===== config.mk =====
export PLATFORM = sky130hd
export DESIGN_NAME = speedpong_io_frontend
export DESIGN_NICKNAME = d
export VERILOG_FILES = /design/src/rtl/speedpong_io_pkg.sv /design/src/rtl/speedpong_btn_cond.sv /design/src/rtl/speedpong_io_frontend.sv
export SDC_FILE = /design/constraint.sdc
export NUM_CORES = 1
export LEC_CHECK = 0
export BUFFER_PORTS_ARGS = -buffer_cell sky130_fd_sc_hd__buf_2
export CORE_MARGIN = 5
export CORE_UTILIZATION = 55
export DETAILED_ROUTE_END_ITERATION = 7
export PLACE_DENSITY_LB_ADDON = 0.12
export REMOVE_ABC_BUFFERS = 1
export SETUP_SLACK_MARGIN = 0.15
export SLEW_MARGIN = 20
export SYNTH_ARGS = -nofsm -noshare
export SYNTH_HDL_FRONTEND = slang
export SYNTH_SLANG_ARGS = --single-unit

===== constraint.sdc =====
create_clock -name CLOCK_50 -period 2.8 [get_ports CLOCK_50]
set_input_delay 0.28 -clock CLOCK_50 [delete_from_list [all_inputs] [get_ports CLOCK_50]]
set_output_delay 0.28 -clock CLOCK_50 [all_outputs]
set_load 0.005 [all_outputs]

===== src/rtl/speedpong_io_pkg.sv =====
// Shared types, 7-segment table and BCD increment for the SpeedPong board I/O front end.
package speedpong_io_pkg;

    typedef logic [6:0] seg7_t;
    typedef logic [7:0] bcd2_t;

    // Segment order {g,f,e,d,c,b,a}, active-low
    localparam seg7_t SEG_BLANK = 7'h7F;
    localparam seg7_t SEG_DIGIT [0:9] = '{
        7'b1000000, 7'b1111001, 7'b0100100, 7'b0110000, 7'b0011001,
        7'b0010010, 7'b0000010, 7'b1111000, 7'b0000000, 7'b0010000
    };

    function automatic bcd2_t bcd_inc(input bcd2_t v);
        if (v == 8'h99)
            return v;
        if (v[3:0] == 4'd9)
            return {v[7:4] + 4'd1, 4'd0};
        return {v[7:4], v[3:0] + 4'd1};
    endfunction

endpackage


===== src/rtl/speedpong_btn_cond.sv =====
// One button channel: polarity correction, 2-flop synchroniser, debounce counter and
// registered press pulse on the debounced 0->1 edge.
module speedpong_btn_cond
    import speedpong_io_pkg::*;
#(
    parameter int DEBOUNCE_CYCLES = 500_000,
    parameter bit BTN_ACTIVE_LOW  = 1'b0
) (
    input  logic clk,
    input  logic reset,
    input  logic raw,
    output logic level,
    output logic press
);

    localparam int CNT_W = $clog2(DEBOUNCE_CYCLES);
    localparam logic [CNT_W-1:0] CNT_LAST = CNT_W'(DEBOUNCE_CYCLES - 1);

    logic             pin;
    logic             sync_p0;
    logic             sync_p1;
    logic [CNT_W-1:0] cnt;

    assign pin = raw ^ BTN_ACTIVE_LOW;

    always_ff @(posedge clk) begin
        if (reset) begin
            sync_p0 <= 1'b0;
            sync_p1 <= 1'b0;
            cnt     <= '0;
            level   <= 1'b0;
            press   <= 1'b0;
        end else begin
            // synchroniser stages
            sync_p0 <= pin;
            sync_p1 <= sync_p0;
            // debounce stage: any bounce back to the accepted level restarts the count
            press   <= 1'b0;
            if (sync_p1 == level) begin
                cnt <= '0;
            end else if (cnt == CNT_LAST) begin
                level <= sync_p1;
                press <= sync_p1;
                cnt   <= '0;
            end else begin
                cnt <= cnt + 1'b1;
            end
        end
    end

endmodule


===== src/rtl/speedpong_io_frontend.sv =====
// SpeedPong board I/O front end: button conditioning, per-player BCD scores, win detect, HEX drive.
// Optional winner-digit flashing is enabled by defining WIN_FLASH_EN.
module speedpong_io_frontend
    import speedpong_io_pkg::*;
#(
    parameter int    N_CH            = 4,
    parameter int    N_PLAYERS       = 2,
    parameter int    DEBOUNCE_CYCLES = 500_000,
    parameter bit    BTN_ACTIVE_LOW  = 1'b0,
    parameter bcd2_t WIN_SCORE       = 8'h11,
    parameter int    FLASH_CYCLES    = 12_500_000
) (
    input  logic                                             CLOCK_50,
    input  logic                                             reset,
    input  logic [N_CH-1:0]                                  btn_raw,
    input  logic [N_PLAYERS-1:0]                             point,
    input  logic                                             clear_scores,
    output logic [N_CH-1:0]                                  btn_level,
    output logic [N_CH-1:0]                                  btn_press,
    output logic [8*N_PLAYERS-1:0]                           score,
    output logic [14*N_PLAYERS-1:0]                          hex,
    output logic                                             game_over,
    output logic [((N_PLAYERS > 1) ? $clog2(N_PLAYERS) : 1)-1:0] winner
);

    localparam int WIN_W = (N_PLAYERS > 1) ? $clog2(N_PLAYERS) : 1;

    for (genvar ch = 0; ch < N_CH; ch++) begin : g_btn
        speedpong_btn_cond #(
            .DEBOUNCE_CYCLES (DEBOUNCE_CYCLES),
            .BTN_ACTIVE_LOW  (BTN_ACTIVE_LOW)
        ) u_btn (
            .clk   (CLOCK_50),
            .reset (reset),
            .raw   (btn_raw[ch]),
            .level (btn_level[ch]),
            .press (btn_press[ch])
        );
    end

    logic [8*N_PLAYERS-1:0] score_nxt;
    logic                   go_nxt;
    logic [WIN_W-1:0]       win_nxt;

    // Win is judged on the next-state scores; descending scan leaves the lowest index.
    always_comb begin
        score_nxt = score;
        go_nxt    = game_over;
        win_nxt   = winner;
        if (clear_scores) begin
            score_nxt = '0;
            go_nxt    = 1'b0;
            win_nxt   = '0;
        end else if (!game_over) begin
            for (int i = 0; i < N_PLAYERS; i++) begin
                if (point[i])
                    score_nxt[8*i +: 8] = bcd_inc(score[8*i +: 8]);
            end
            for (int i = N_PLAYERS - 1; i >= 0; i--) begin
                if (score_nxt[8*i +: 8] == WIN_SCORE) begin
                    go_nxt  = 1'b1;
                    win_nxt = WIN_W'(i);
                end
            end
        end
    end

    always_ff @(posedge CLOCK_50) begin
        if (reset) begin
            score     <= '0;
            game_over <= 1'b0;
            winner    <= '0;
        end else begin
            score     <= score_nxt;
            game_over <= go_nxt;
            winner    <= win_nxt;
        end
    end

    logic blank_winner;

`ifdef WIN_FLASH_EN
    localparam int FL_W = (FLASH_CYCLES > 1) ? $clog2(FLASH_CYCLES) : 1;

    logic [FL_W-1:0] flash_cnt;
    logic            flash_on;

    // Held at zero / on phase until the win, so the first on phase is a full period.
    always_ff @(posedge CLOCK_50) begin
        if (reset || !game_over) begin
            flash_cnt <= '0;
            flash_on  <= 1'b1;
        end else if (flash_cnt == FL_W'(FLASH_CYCLES - 1)) begin
            flash_cnt <= '0;
            flash_on  <= !flash_on;
        end else begin
            flash_cnt <= flash_cnt + 1'b1;
        end
    end

    assign blank_winner = game_over && !flash_on;
`else
    logic unused_flash;
    assign unused_flash = (FLASH_CYCLES > 0);
    assign blank_winner = 1'b0;
`endif

    function automatic seg7_t seg_decode(input logic [3:0] n);
        if (n <= 4'd9)
            return SEG_DIGIT[n];
        return SEG_BLANK;
    endfunction

    always_comb begin
        hex = '1;
        for (int i = 0; i < N_PLAYERS; i++) begin
            if (!(blank_winner && (winner == WIN_W'(i)))) begin
                hex[14*i +: 7]     = seg_decode(score[8*i +: 4]);
                hex[14*i + 7 +: 7] = seg_decode(score[8*i + 4 +: 4]);
            end
        end
    end

endmodule


* Yosys cells after proc, flatten, opt, wreduce, memory -nomap -nowiden
Memory sizes are Yosys's and may differ from the RTL's.
Cells that the tools add are included.
** Cells by class
- Add/subtract/negate cells :: 8
- Order comparisons :: 8
- Equal/unequal tests :: 14
- Multiplexer cells :: 57
- Bitwise operators :: 13
- Reductions and logical operators :: 15
** Operator list (count)
- 7-bit two-way mux :: 16
- 8-bit two-way mux :: 14
- 19-bit by 1-bit adder with 19-bit output (second input constant) :: 4
- 19-bit == test (second input constant) :: 4
- 1-bit two-way mux :: 27
- 3-bit OR reduction :: 8
- 5-bit greater-or-equal comparator (second input constant) :: 4
- 4-bit NOT with 5-bit output :: 4
- 4-bit by 1-bit adder with 4-bit output (second input constant) :: 4
- 8-bit by 5-bit == test with 1-bit output (second input constant) :: 2
- 8-bit == test (second input constant) :: 2
- 4-bit <= comparator (second input constant) :: 4
- 2-bit AND reduction :: 5
- 1-bit NOT :: 9
- 4-bit == test (second input constant) :: 2
- 1-bit == test :: 4
- 2-bit nonzero test :: 1
- 2-bit OR reduction :: 1
** Word-level totals
- Bits in registers :: 110
- ROM bits :: 448
- Input bits :: 9
- Output and inout port bits :: 54
- Memories kept :: 4
** Memories
- (no name shown) :: depth 16, width 7, read ports 1, clocked after memory_dff 0, write ports 0, line speedpong_io_frontend.sv:110 : return SEG_DIGIT[n];
- (no name shown) :: depth 16, width 7, read ports 1, clocked after memory_dff 0, write ports 0, line speedpong_io_frontend.sv:110
- (no name shown) :: depth 16, width 7, read ports 1, clocked after memory_dff 0, write ports 0, line speedpong_io_frontend.sv:110
- (no name shown) :: depth 16, width 7, read ports 1, clocked after memory_dff 0, write ports 0, line speedpong_io_frontend.sv:110

* Depth between registers and ports, before layout
Gate-level depths: netlist of run 1.
- Depth after elaboration :: 18
- Mapped depth :: 8
- Gate-level depth less buffers :: 7

* By module
Synthesis of run 1 repeated with hierarchy kept, for this count alone.
** Unflattened totals
- Cells, all modules :: 739
- Area, all modules :: 6012.0 um^2
** Modules (own cells, without submodules)
- speedpong_btn_cond :: instances 4, cells each 115, area each 1029.7 um^2
- speedpong_io_frontend :: instances 1, cells each 279, area each 1893.1 um^2

* Least setup slack after synthesis of run 1
Ideal clock, no wire load.
- Kind :: register to register
- Start :: register score[5]
- End :: register winner
- Setup time :: 135 ps
- Arrival :: 1811 ps
- Data required time :: 2665 ps
- Path slack :: 855 ps
- Stages on the path, launching flop included :: 8
- Period minus slack after synthesis :: 1945 ps
- Path through :: dfxtp_1 inv_1 ha_1 a211o_1 a211oi_1 o22ai_1 nor4b_1 a211oi_1
** On the way
- Word-level cells in the longest chain between the ends :: 12
** Ends and longest elaborated chain
- start: declaration :: line speedpong_io_frontend.sv:20 : output logic [8*N_PLAYERS-1:0] score,
- start signal: assignment :: line speedpong_io_frontend.sv:74 : score <= score_nxt;
- 8-bit == test :: line speedpong_io_pkg.sv:15 : if (v == 8'h99)
- 1-bit two-way mux :: line speedpong_io_pkg.sv:15
- 1-bit two-way mux :: line speedpong_io_frontend.sv:56 : if (point[i])
- 1-bit two-way mux :: line speedpong_io_frontend.sv:54 : end else if (!game_over) begin
- 1-bit two-way mux :: line speedpong_io_frontend.sv:50 : if (clear_scores) begin
- 8-bit two-way mux :: line speedpong_io_pkg.sv:17 : if (v[3:0] == 4'd9)
- 8-bit two-way mux * :: line speedpong_io_frontend.sv:56
- 8-bit two-way mux * :: line speedpong_io_frontend.sv:54
- 8-bit two-way mux * :: line speedpong_io_frontend.sv:50
- 8-bit by 5-bit == test with 1-bit output * :: line speedpong_io_frontend.sv:60 : if (score_nxt[8*i +: 8] == WIN_SCORE) begin
- 2-bit nonzero test (no source line)
- 2-bit AND reduction (no source line)
- end signal: assignment :: line speedpong_io_frontend.sv:76 : winner <= win_nxt;
- end: declaration :: line speedpong_io_frontend.sv:23 : output logic [((N_PLAYERS > 1) ? $clog2(N_PLAYERS) : 1)-1:0] winner
Mark *: on every way between the ends. The rest lies on a longest branch, timed or not. The select of a mux whose other input is x is not followed.
A chain may end at the register's enable or synchronous reset.

* Worst setup path in the final report of run 1
- Start :: register score[4]
- End :: output port hex[13]
** On the way
- Word-level cells in the longest chain between the ends :: 6
** Ends and longest elaborated chain
- 4-bit NOT with 5-bit output (not written as such) :: line speedpong_io_frontend.sv:110
- memory 16 x 7 bit
- 7-bit two-way mux (not written as such) (2 in series) :: line speedpong_io_frontend.sv:110
- 7-bit two-way mux :: line speedpong_io_frontend.sv:109 : if (n <= 4'd9)
- 7-bit two-way mux * :: line speedpong_io_frontend.sv:111 : return SEG_BLANK;
- end: declaration :: line speedpong_io_frontend.sv:21 : output logic [14*N_PLAYERS-1:0] hex,
Marked as above.

==> results of run 1 <==
-- where the power goes --
group / switching, uW / internal [uW] / total [uW] / leakage, uW
Clock: 507 / 594 / 1100 / 0.000115
Combinational: 49.1 / 31.2 / 80.4 / 0.00129
Sequential: 8.79 / 1570 / 1580 / 0.000888
Total: 565 / 2200 / 2760 / 0.00229
-- cell usage in the layout (no fill, tap or decap), drive strengths merged, types with 3 or more instances in the layout --
cell	instances
nor3	20
or2	3
and3	11
bufinv	3
buf	62
clkbuf	12
nand4	21
nor2	137
xor2	32
nand2	56
a21oi	24
inv	25
or3	3
nand3	30
dfxtp	110
mux2i	8
nor4b	8
ha	24
nor4	8
and4	4
nand3b	4
a32oi	3
o21ai	24
nor2b	11
nor3b	5
and2	3
a211oi	7
xnor2	45
nand2b	6
-- area by class of cell --
| type | instances | area, sq um |
|---|---|---|
| well taps | 136 | 170 |
| fillers | 937 | 3990 |
| multi-input cells | 525 | 3190 |
| repair buffers | 62 | 310 |
| flip-flops and latches | 110 | 2200 |
| clock inverters | 4 | 95.1 |
| clock buffers | 12 | 135 |
| inverters | 26 | 97.6 |
-- cell usage after synthesis (3+ instances only) --
master    instances
a211oi_1          7
a21oi_1          24
a32oi_1           3
and2_1            3
and3_1           11
and4_1            4
buf_2             6
buf_4             8
clkbuf_1         22
dfxtp_1         110
ha_1             24
inv_1            25
mux2i_1           8
nand2_1          55
nand2b_1          6
nand3_1          30
nand3b_1          4
nand4_1          21
nor2_1          137
nor2b_1          11
nor3_1           20
nor3b_1           5
nor4_1            8
nor4b_1           7
o21ai_0          24
or2_2             3
or3_1             3
xnor2_1          45
xor2_1           32
-- flip-flops by register name (all words and copies together) (netlist names) --
signal               cells
g_btn.u_btn.cnt         76
score                   16
g_btn.u_btn.level        4
g_btn.u_btn.press        4
g_btn.u_btn.sync_p0      4
g_btn.u_btn.sync_p1      4
game_over                1
winner                   1
-- per-layer routing --
| metal | global-route usage (%) | vias up | part of all wire (%) |
|---|---|---|---|
| met5 | 0 | - | 0 |
| met4 | 6.16 | 0 | 1.0 |
| met3 | 3.97 | 10 | 4.2 |
| met2 | 29.9 | 98 | 47 |
| met1 | 23.1 | 2193 | 48 |
| li1 | - | 2428 | - |
-- stage by stage --
stage          worst slack (ns)  util, %  cell area [sq um]  power [uW]  instances
2_1_floorplan             0.855        -               5490        1660        661
3_3_place_gp              0.687     58.6               5970        1700        859
3_5_place_dp              0.668     58.6               5970        1700        859
4_1_cts                   0.489     60.9               6200        2800        875
5_1_grt                   0.297     60.9               6200        2880        875
6_report                  0.485     60.9               6200        2760        875
-- critical path, delay by kind of cell (launching register included) --
family,cells,cell delay [ns]
buf+inv,2,0.28
compound gates,1,0.11
simple gates,4,0.46
flops,1,0.55
fa+ha+maj,1,0.25
-- worst paths after layout --
check / end / cells past startpoint / slack (ns)
worst min register to register: g_btn[2].u_btn.sync_p1$_SDFF_PP0_ / 1 / 0.44
worst min-delay path: g_btn[1].u_btn.sync_p0$_SDFF_PP0_ / 2 / 0.12
worst max register to register: game_over$_SDFF_PP0_ / 7 / 0.61
worst max-delay path: hex[13] / 8 / 0.49
-- kinds of logic after synthesis --
kind of cell	share of synthesized area, %
XOR/XNOR	11.9
multiplexers	1.41
AND/OR/NAND/NOR	28.8
buffers and inverters	5.09
flip-flops	38.8
adder cells (fa/ha/maj)	5.29
AO/OA/AOI/OAI	8.75
==> run summary, run 1 <==
==============================================================================
Final #Nets .....................................................          767
RePlAce Congestion ..............................................        0.869
Overall die width ...............................................  112 microns
Number of hold-slack violations in the final timing report ......            0
CP Cell Sequence ................................................ inv_1, ha_1, nor2_1, nand2_1, o21ai_0, nor2_1, nor2_1, buf_2
Async set-reset flop share out of synthesis .....................           0%
Setup_tns .......................................................         0 ns
Netlist Area Pre-Place ..........................................   5680 sq um
Number of max-cap violations ....................................            0
Post-detailed-route count of antenna-violating nets .............            0
Effective utilization at floorplan ..............................        55.8%
CP most frequent cell ...........................................       nor2_1
Headroom to the max-slew limit ..................................        51.3%
Post-route fraction of the period consumed by the critical path .        82.7%
Worst Clk Skew ..................................................    0.0130 ns
DRT iter0 DRCs ..................................................          347
Top cell type by total area after synthesis .....................      dfxtp_1
Share of the synthesized area in the top cell type ..............        38.8%
Warnings, synthesis .............................................            0
Setup crit start kind ...........................................    flip-flop
Number of register bits inferred by synthesis ...................          110
Overall via count from detail_route .............................         4729
Worst setup path start .......................................... score[4]$_SDFFE_PP0N_
Global-route usage over all layers ..............................        18.0%
Cell count after synthesis ......................................          699
Pin count of the biggest net entering global routing ............           25
Unrepaired setup endpoints after global routing .................        false
Time the worst path needs with I/O delays and setup .............      2.31 ns
Leakage component of the power ..................................   0.00229 uW
Clock buffers created by TritonCTS ..............................            9
Insertion delay to the later sink of the worst-skew pair ........      0.37 ns
Required time of the critical path ..............................      2.52 ns
Height of the chip ..............................................  112 microns
Worst min-delay path class ...................................... input pin to flip-flop
Crit path max-delay cell type ...................................      dfxtp_1
Wire length of the first global-routing pass .................... 19400 microns
Number of setup violations in the final report ..................            0
Average routed wire per standard cell ........................... 12.7 microns
Worst Path Class, Setup ......................................... flip-flop to output port
Avg Synthesized Cell Area .......................................   8.13 sq um
Clock tree root driver cell .....................................     clkbuf_8
Most frequently used flop master after synthesis ................      dfxtp_1
Max Transition Viols Final ......................................            0
Initial antenna violation count .................................            0
Overflow left after global routing ..............................            0
Power per cell area .............................................  446 nW/um^2
Post-CTS Hold Fix Bufs ..........................................            0
Worst hold slack ................................................     0.118 ns
Core area .......................................................  10200 sq um
Die Area ........................................................  12500 sq um
DR vias/cell ....................................................         5.40
Vias in the first global route ..................................         4412
Post-cts resize count ...........................................            0
Arrival time of the worst setup path ............................      2.03 ns
Number of synthesized flops with an enable pin ..................            0
Area added between synthesis and finish .........................        9.14%
Number of top-level pins ........................................           63
Clk slew on worst S/H paths .....................................      0.10 ns
Maximum number of buffers from clock root to sink ...............            2
Buffers inserted by post-CTS timing repair ......................            0
Result of the run ............................................... finished, final reports clean
Wire length reported by the detailed router ..................... 11100 microns
Area contributors post-synth .................................... dfxtp_1 (39%), nor2_1 (9.1%), xnor2_1 (6.9%), ha_1 (5.3%), xor2_1 (4.9%)
# diodes ........................................................            0
Share of the yosys chip area belonging to registers .............        38.8%
Maximum fanout along the worst path .............................           10
H-tree levels ...................................................            3
Hold Path Origin ................................................   btn_raw[1]
CP endpoint kind ................................................  output port
Detailed-router iteration count before antenna repair ...........            5
DPL Wire Length ................................................. 7950 microns
Count of cell types in the netlist ..............................           55
Worst IR Drop VDD ...............................................       315 uV
Clock net sink count ............................................          110
Stage delay of the slowest cell on the critical path ............      0.55 ns
Post-detailed-route DRC marker count ............................            0
Std-Cell Rows ...................................................           37
Share of layout cells above drive strength 1 ....................        11.2%
Worst-Margin Slew ...............................................     0.724 ns
CTS tree ........................................................         done
RR Startpoint ................................................... score[5]$_SDFFE_PP0N_
Upper clock frequency limit .....................................      432 MHz
Buffers added on ports ..........................................           62
==============================================================================
Note: power is estimated with default switching activity, not from simulation.
==> run 2, diff against run 1 <==
--- a/config.mk
+++ b/config.mk
@@ -7,7 +7,7 @@
 export LEC_CHECK = 0
 export BUFFER_PORTS_ARGS = -buffer_cell sky130_fd_sc_hd__buf_2
 export CORE_MARGIN = 5
-export CORE_UTILIZATION = 55
+export CORE_UTILIZATION = 53
 export DETAILED_ROUTE_END_ITERATION = 7
 export PLACE_DENSITY_LB_ADDON = 0.12
 export REMOVE_ABC_BUFFERS = 1
==> constraint.sdc (replaced) <==
create_clock -name CLOCK_50 -period 1.9 [get_ports CLOCK_50]
set_input_delay 0.19 -clock CLOCK_50 [delete_from_list [all_inputs] [get_ports CLOCK_50]]
set_output_delay 0.19 -clock CLOCK_50 [all_outputs]
set_load 0.005 [all_outputs]
==> run 2 against run 1 <==
  * Final cell count is 6.3% higher
  * Largest power group unchanged
  * Non-clock buffer count rose by 55
  * Critical path type unchanged
  * Global-route usage is 1.9 points higher
  * Clock skew is essentially flat
  * Via count rose by 7.6%
  * Critical path depth decreased by 1
  * Critical endpoint is now hex[5]
  * Highest routed layer unchanged
  * Hold slack lost 0.10 ns
  * Cell area up 16%
  * Clock power increased by 29%
  * Sequential share of layout area fell by 4.4 points
==> run summary, run 2 (synthesis gave the netlist of run 1 again) <==
==================================================================================
Clock buffers created by TritonCTS ..................................            9   unchanged
Commonest non-fill, non-tap cells in the layout ..................... nor2_1 (132), dfxtp_1 (95), buf_2 (62)
Effective utilization at floorplan ..................................        54.8%   -1.0 points
Post-CTS Hold Fix Bufs ..............................................            0   unchanged
Headroom to the max-slew limit ......................................        69.9%   +19 points
Insertion delay to the later sink of the worst-skew pair ............      0.38 ns   about the same
Unrepaired setup endpoints after global routing .....................         true
Fillcell total ......................................................          835   -11%
Die Area ............................................................  12900 sq um   +3.4%
Post-route fraction of the period consumed by the critical path .....        96.5%
Maximum number of buffers from clock root to sink ...................            2   unchanged
Number of setup violations in the final report ......................            0   unchanged
Clk slew on worst S/H paths .........................................      0.11 ns   about the same
Number of top-level pins ............................................           63   unchanged
Initial antenna violation count .....................................            0   unchanged
Worst IR Drop VDD ...................................................       482 uV   +53%
Max Transition Viols Final ..........................................            0   unchanged
Flip-flop count of the largest register, all copies and words added .           76   unchanged
Time the worst path needs with I/O delays and setup .................      1.83 ns
Std-Cell Rows .......................................................           37   unchanged
Power per cell area .................................................  546 nW/um^2   +22%
# diodes ............................................................            0   unchanged
Post-detailed-route DRC marker count ................................            0   unchanged
Vias in the first global route ......................................         4900   +11%
Post-detailed-route count of antenna-violating nets .................            0   unchanged
Pin count of the biggest net entering global routing ................           20   -20%
Overflow left after global routing ..................................            0   unchanged
DR vias/cell ........................................................         5.47   +1.2%
Result of the run ................................................... finished, final reports clean
Worst Path Class, Setup ............................................. flip-flop to output port
Maximum fanout along the worst path .................................            4   -6
Average routed wire per standard cell ............................... 14.2 microns   +12%
Worst min-delay path class .......................................... input pin to flip-flop
CTS tree ............................................................         done
Commonest non-fill, non-tap cell in the layout ......................       nor2_1
Clock net sink count ................................................          110   unchanged
Worst Clk Skew ......................................................    0.0130 ns   +0.0000231 ns
Arrival time of the worst setup path ................................      1.64 ns   -0.39 ns
Area added between synthesis and finish .............................        26.5%
Height of the chip ..................................................  114 microns   +1.7%
CP endpoint kind ....................................................  output port
Upper clock frequency limit .........................................      545 MHz
Required time of the critical path ..................................      1.71 ns   -0.81 ns
DPL Wire Length ..................................................... 8440 microns   +6.2%
Wire length reported by the detailed router ......................... 13200 microns   +19%
RePlAce Congestion ..................................................        0.848   -2.3%
Global-route usage over all layers ..................................        19.9%   +1.9 points
Setup crit start kind ...............................................    flip-flop
Overall die width ...................................................  114 microns   +1.7%
Final #Nets .........................................................          823   +7.3%
Number of hold-slack violations in the final timing report ..........            0   unchanged
Worst-Margin Slew ...................................................     0.450 ns   -0.274 ns
H-tree levels .......................................................            3   unchanged
Setup_tns ...........................................................         0 ns   unchanged
Top register by number of flip-flops ................................ g_btn.u_btn.cnt
Core area ...........................................................  10400 sq um   +1.8%
Leakage component of the power ......................................   0.00267 uW   +17%
Detailed-router iteration count before antenna repair ...............            5   unchanged
Share of layout cells above drive strength 1 ........................        28.8%   +18 points
Overall via count from detail_route .................................         5089   +7.6%
DRT iter0 DRCs ......................................................          439   +27%
Buffers added on ports ..............................................           62   unchanged
Utilization after layout ............................................        69.3%   +8.4 points
Clock tree root driver cell .........................................     clkbuf_8
Wire length of the first global-routing pass ........................ 21800 microns   +13%
Top flop regs ....................................................... g_btn.u_btn.cnt: 76 flops, score: 16 flops
Number of max-cap violations ........................................            0   unchanged
==================================================================================
## run 2: cell types whose count changed in the layout (fill, tap and decap cells not counted), moves of 8 or more
cell | previous run | this run
buf_6 | 0 | 14
dfxtp_1 | 110 | 95
ha_4 | 0 | 15
ha_1 | 24 | 6
dfxtp_2 | 0 | 10
a21oi_1 | 24 | 16
o21ai_0 | 24 | 13
buf_4 | 0 | 40
inv_1 | 25 | 16
## run 2: area by class of cell
cell class | instances | area, sq um | share of cell area (%)
repair buffers | 117 | 788 | 11.0
inverters | 26 | 115 | 1.60
well taps | 136 | 170 | 2.37
clock buffers | 10 | 138 | 1.92
flip-flops and latches | 110 | 2230 | 31.1
multi-input cells | 526 | 3680 | 51.2
clock inverters | 5 | 60.1 | 0.836
## run 2: what timing repair did
item	CTS	global route
buffers inserted	10	9
resized for setup	89	62
setup endpoints to repair	54	106
gates cloned	1	0
pin swaps	22	29
## run 2: worst paths after layout
path / startpoint / endpoint / slack [ns] / cells after the start
hold reg to reg: g_btn[1].u_btn.cnt[0]$_SDFF_PP0_ / g_btn[1].u_btn.cnt[0]$_SDFF_PP0_ / 0.44 / 1
hold / removal: btn_raw[1] / g_btn[1].u_btn.sync_p0$_SDFF_PP0_ / 0.01 / 2
setup reg to reg: score[1]$_SDFFE_PP0N_ / winner$_SDFFE_PP0P_ / 0.08 / 7
setup / recovery: score[0]$_SDFFE_PP0N_ / hex[5] / 0.07 / 7
## run 2: report_power, final
group | total [uW] | internal (uW) | switching (uW)
registers | 2320 | 2310 | 10.0
logic | 176 | 77.8 | 98.1
clock network | 1420 | 641 | 780
total | 3920 | 3030 | 889
## run 2: per-layer routing
layer  vias up  part of all wire (%)  track usage [%]
li1       2542                     -                -
met1      2404                    44             24.6
met2       122                    51             34.5
met3        21                   4.0             4.77
met4         0                   1.6             5.53
met5         -                     0                0
## run 2: metrics by stage
step	total power, uW	hold slack, ns	setup slack (ns)	cells	instance area (sq um)
2_1_floorplan	2450	0.259	-0.0453	661	5490
3_3_place_gp	2520	0.398	0.00749	895	6250
3_5_place_dp	2520	0.405	-0.0516	895	6250
4_1_cts	3940	0.00125	0.0513	921	6860
5_1_grt	4080	0.0231	-0.0463	930	7180
6_report	3920	0.0131	0.0667	930	7180
## run 2: critical path: stages (launching register included)
cell     delay [ns]
dfxtp_4        0.38
buf_6          0.12
buf_6          0.11
ha_4           0.16
buf_4          0.13
nor3b_2        0.17
nor2_1         0.06
buf_2          0.12
==> run 3, diff against run 2 <==
--- a/config.mk
+++ b/config.mk
@@ -6,6 +6,7 @@
 export NUM_CORES = 1
 export LEC_CHECK = 0
 export BUFFER_PORTS_ARGS = -buffer_cell sky130_fd_sc_hd__buf_2
+export CORE_ASPECT_RATIO = 0.6
 export CORE_MARGIN = 5
 export CORE_UTILIZATION = 53
 export DETAILED_ROUTE_END_ITERATION = 7
==> run 3 against run 2 <==
  * Hold slack better by 0.036 ns
  * Clock skew down 0.0071 ns
  * Setup slack worse by 0.031 ns
  * Via count up 2.1%
  * Critical endpoint is now hex[6]
  * Largest cell class unchanged
  * Highest routed layer unchanged
==> run summary, run 3 (synthesis gave the netlist of run 1 again) <==
==================================================================================
Worst Clk Skew ......................................................   0.00599 ns   -0.00705 ns
Effective utilization at floorplan ..................................        54.0%   -0.79 points
Vias in the first global route ......................................         4738   -3.3%
Top flop regs ....................................................... g_btn.u_btn.cnt: 76 flops, score: 16 flops
Setup crit start kind ...............................................    flip-flop
Std-Cell Rows .......................................................           29   -22%
Flip-flop count of the largest register, all copies and words added .           76   unchanged
Clock buffers created by TritonCTS ..................................            9   unchanged
CP Cell Sequence .................................................... buf_6, inv_4, buf_6, ha_4, nor2_4, nand2_4, o21ai_2, nor2_1, nor2_1, buf_2
Final #Nets .........................................................          833   +1.2%
Number of setup violations in the final report ......................            0   unchanged
Pre-CTS setup slack .................................................   -0.0968 ns   -0.0452 ns
Post-route fraction of the period consumed by the critical path .....        98.1%   +1.6 points
Leakage component of the power ......................................   0.00279 uW   +4.5%
Stage delay of the slowest cell on the critical path ................      0.37 ns   about the same
Number of max-cap violations ........................................            0   unchanged
Endpoint of the worst hold path ..................................... g_btn[2].u_btn.sync_p0$_SDFF_PP0_
Initial antenna violation count .....................................            0   unchanged
Core area ...........................................................  10500 sq um   +1.5%
H-tree levels .......................................................            3   unchanged
CP endpoint kind ....................................................  output port
Fillcell total ......................................................          754   -9.7%
Hold Path Origin ....................................................   btn_raw[2]
Die Area ............................................................  13000 sq um   +0.53%
Time the worst path needs with I/O delays and setup .................      1.86 ns   +0.0313 ns
Setup slack on the worst flop-to-flop path ..........................      0.06 ns   -0.02 ns
Headroom to the max-slew limit ......................................        42.7%   -27 points
Worst Path Class, Setup ............................................. flip-flop to output port
Post-detailed-route DRC marker count ................................            0   unchanged
Commonest non-fill, non-tap cell in the layout ......................       nor2_1
# diodes ............................................................            0   unchanged
DR vias/cell ........................................................         5.51   +0.63%
Maximum number of buffers from clock root to sink ...................            2   unchanged
Area added between synthesis and finish .............................        33.8%
Utilization after layout ............................................        72.2%   +3.0 points
RR Startpoint ....................................................... g_btn[3].u_btn.cnt[9]$_SDFF_PP0_
Worst-Margin Slew ...................................................     0.859 ns   +0.409 ns
Max Transition Viols Final ..........................................            0   unchanged
Detailed-router iteration count before antenna repair ...............            5   unchanged
Insertion delay to the later sink of the worst-skew pair ............      0.34 ns   -0.04 ns
Clock net sink count ................................................          110   unchanged
FF-to-FF End ........................................................ g_btn[3].u_btn.cnt[6]$_SDFF_PP0_
Worst min-delay path class .......................................... input pin to flip-flop
Overflow left after global routing ..................................            0   unchanged
Number of cells on the worst reg-to-reg path ........................            6   -1
Share of layout cells above drive strength 1 ........................        32.8%   +4.0 points
Global-route usage over all layers ..................................        20.9%   +0.97 points
Number of hold-slack violations in the final timing report ..........            0   unchanged
Average routed wire per standard cell ............................... 15.2 microns   +7.0%
Commonest non-fill, non-tap cells in the layout ..................... nor2_1 (114), dfxtp_1 (98), buf_2 (61)
Smallest setup slack after layout ...................................    0.0354 ns   -0.0313 ns
DPL Wire Length ..................................................... 9210 microns   +9.2%
Power per cell area .................................................  566 nW/um^2   +3.7%
Top register by number of flip-flops ................................ g_btn.u_btn.cnt
Wire length of the first global-routing pass ........................ 22600 microns   +3.7%
Pin count of the biggest net entering global routing ................           20   unchanged
Final std cell area, no fill ........................................   7600 sq um   +5.8%
Required time of the critical path ..................................      1.71 ns   about the same
Buffers added on ports ..............................................           62   unchanged
Unrepaired setup endpoints after global routing .....................         true
DRT iter0 DRCs ......................................................          290   -34%
Clk slew on worst S/H paths .........................................      0.07 ns   -0.04 ns
CTS tree ............................................................         done
Number of cells on the worst hold path ..............................            2   unchanged
Overall die width ...................................................  144 microns   +27%
Worst IR Drop VDD ...................................................       505 uV   +4.7%
Arrival time of the worst setup path ................................      1.67 ns   +0.03 ns
Maximum fanout along the worst path .................................            4   unchanged
Height of the chip .................................................. 90.2 microns   -21%
Instance area after placement .......................................   6290 sq um   +0.62%
Wire length reported by the detailed router ......................... 14400 microns   +8.6%
Result of the run ................................................... finished, final reports clean
Clock tree root driver cell .........................................    clkbuf_16
RePlAce Congestion ..................................................        0.908   +7.0%
Crit path max-delay cell type .......................................      dfxtp_4
Post-detailed-route count of antenna-violating nets .................            0   unchanged
Number of top-level pins ............................................           63   unchanged
Overall via count from detail_route .................................         5198   +2.1%
Upper clock frequency limit .........................................      536 MHz   -1.7%
==================================================================================
==> run 3: cell types whose count changed in the layout (fill, tap and decap cells not counted), moves of 4 or more <==
cell | before | now
nor2_2 | 0 | 5
nor2_4 | 5 | 18
nand2_8 | 0 | 4
ha_2 | 3 | 9
ha_4 | 15 | 11
dfxtp_2 | 10 | 4
nor2_1 | 132 | 114
buf_4 | 40 | 47
clkbuf_16 | 0 | 9
clkbuf_8 | 10 | 1
==> run 3: critical path, delay by kind of cell (launching register included) <==
family | cells | cell delay (ns)
compound gates | 1 | 0.06
simple gates | 4 | 0.37
flops | 1 | 0.37
fa+ha+maj | 1 | 0.16
buf+inv | 4 | 0.37
==> run 3: through the flow <==
step                power (uW)  cells  hold slack (ns)  TNS, ns
global placement          2520    901            0.396  -0.0684
CTS                       4320    929           0.0397        0
finish                    4300    944           0.0492        0
floorplan                 2450    661            0.259  -0.0838
detailed placement        2520    901            0.410   -0.170
global route              4460    944           0.0552   -0.289
==> run 3: worst max-delay path by stage <==
stage | end | from | slack, ns
floorplan | winner$_SDFFE_PP0P_ | score[5]$_SDFFE_PP0N_ | -0.05
global route | hex[6] | score[0]$_SDFFE_PP0N_ | -0.08
detailed placement | winner$_SDFFE_PP0P_ | score[5]$_SDFFE_PP0N_ | -0.1
finish | hex[6] | score[0]$_SDFFE_PP0N_ | 0.04
global placement | winner$_SDFFE_PP0P_ | score[5]$_SDFFE_PP0N_ | -0.04
CTS | hex[6] | score[0]$_SDFFE_PP0N_ | 0.07
==> run 3: layer usage <==
metal | vias to the layer above | wire length (microns) | global-route usage [%]
met2 | 131 | 6460 | 30.3
met3 | 23 | 697 | 5.67
met1 | 2468 | 7020 | 30.6
met4 | 0 | 180 | 4.94
li1 | 2576 | - | -
met5 | - | 0 | 0
==> run 3: what timing repair did <==
item / 4_1_cts / 5_1_grt
hold buffers: 0 / 0
setup endpoints to repair: 54 / 106
pin swaps: 13 / 42
gates resized for setup: 71 / 127
cloned: 1 / 3
setup buffers: 11 / 12
==> run 3: cell type report <==
class                   count  area, sq um  share of cell area (%)
repair buffers            124          877                    11.5
inverters                  26          116                    1.53
clock buffers              11          243                    3.19
multi-input cells         529         3910                    51.5
flip-flops and latches    110         2240                    29.4
well taps                 139          174                    2.29
clock inverters             5         42.5                   0.560
==> run 3: power by group <==
part	switching (uW)	internal, uW	leakage, uW	total [uW]
Clock	841	937	0.000130	1780
Combinational	115	89.6	0.00176	205
Sequential	12.9	2310	0.000896	2320
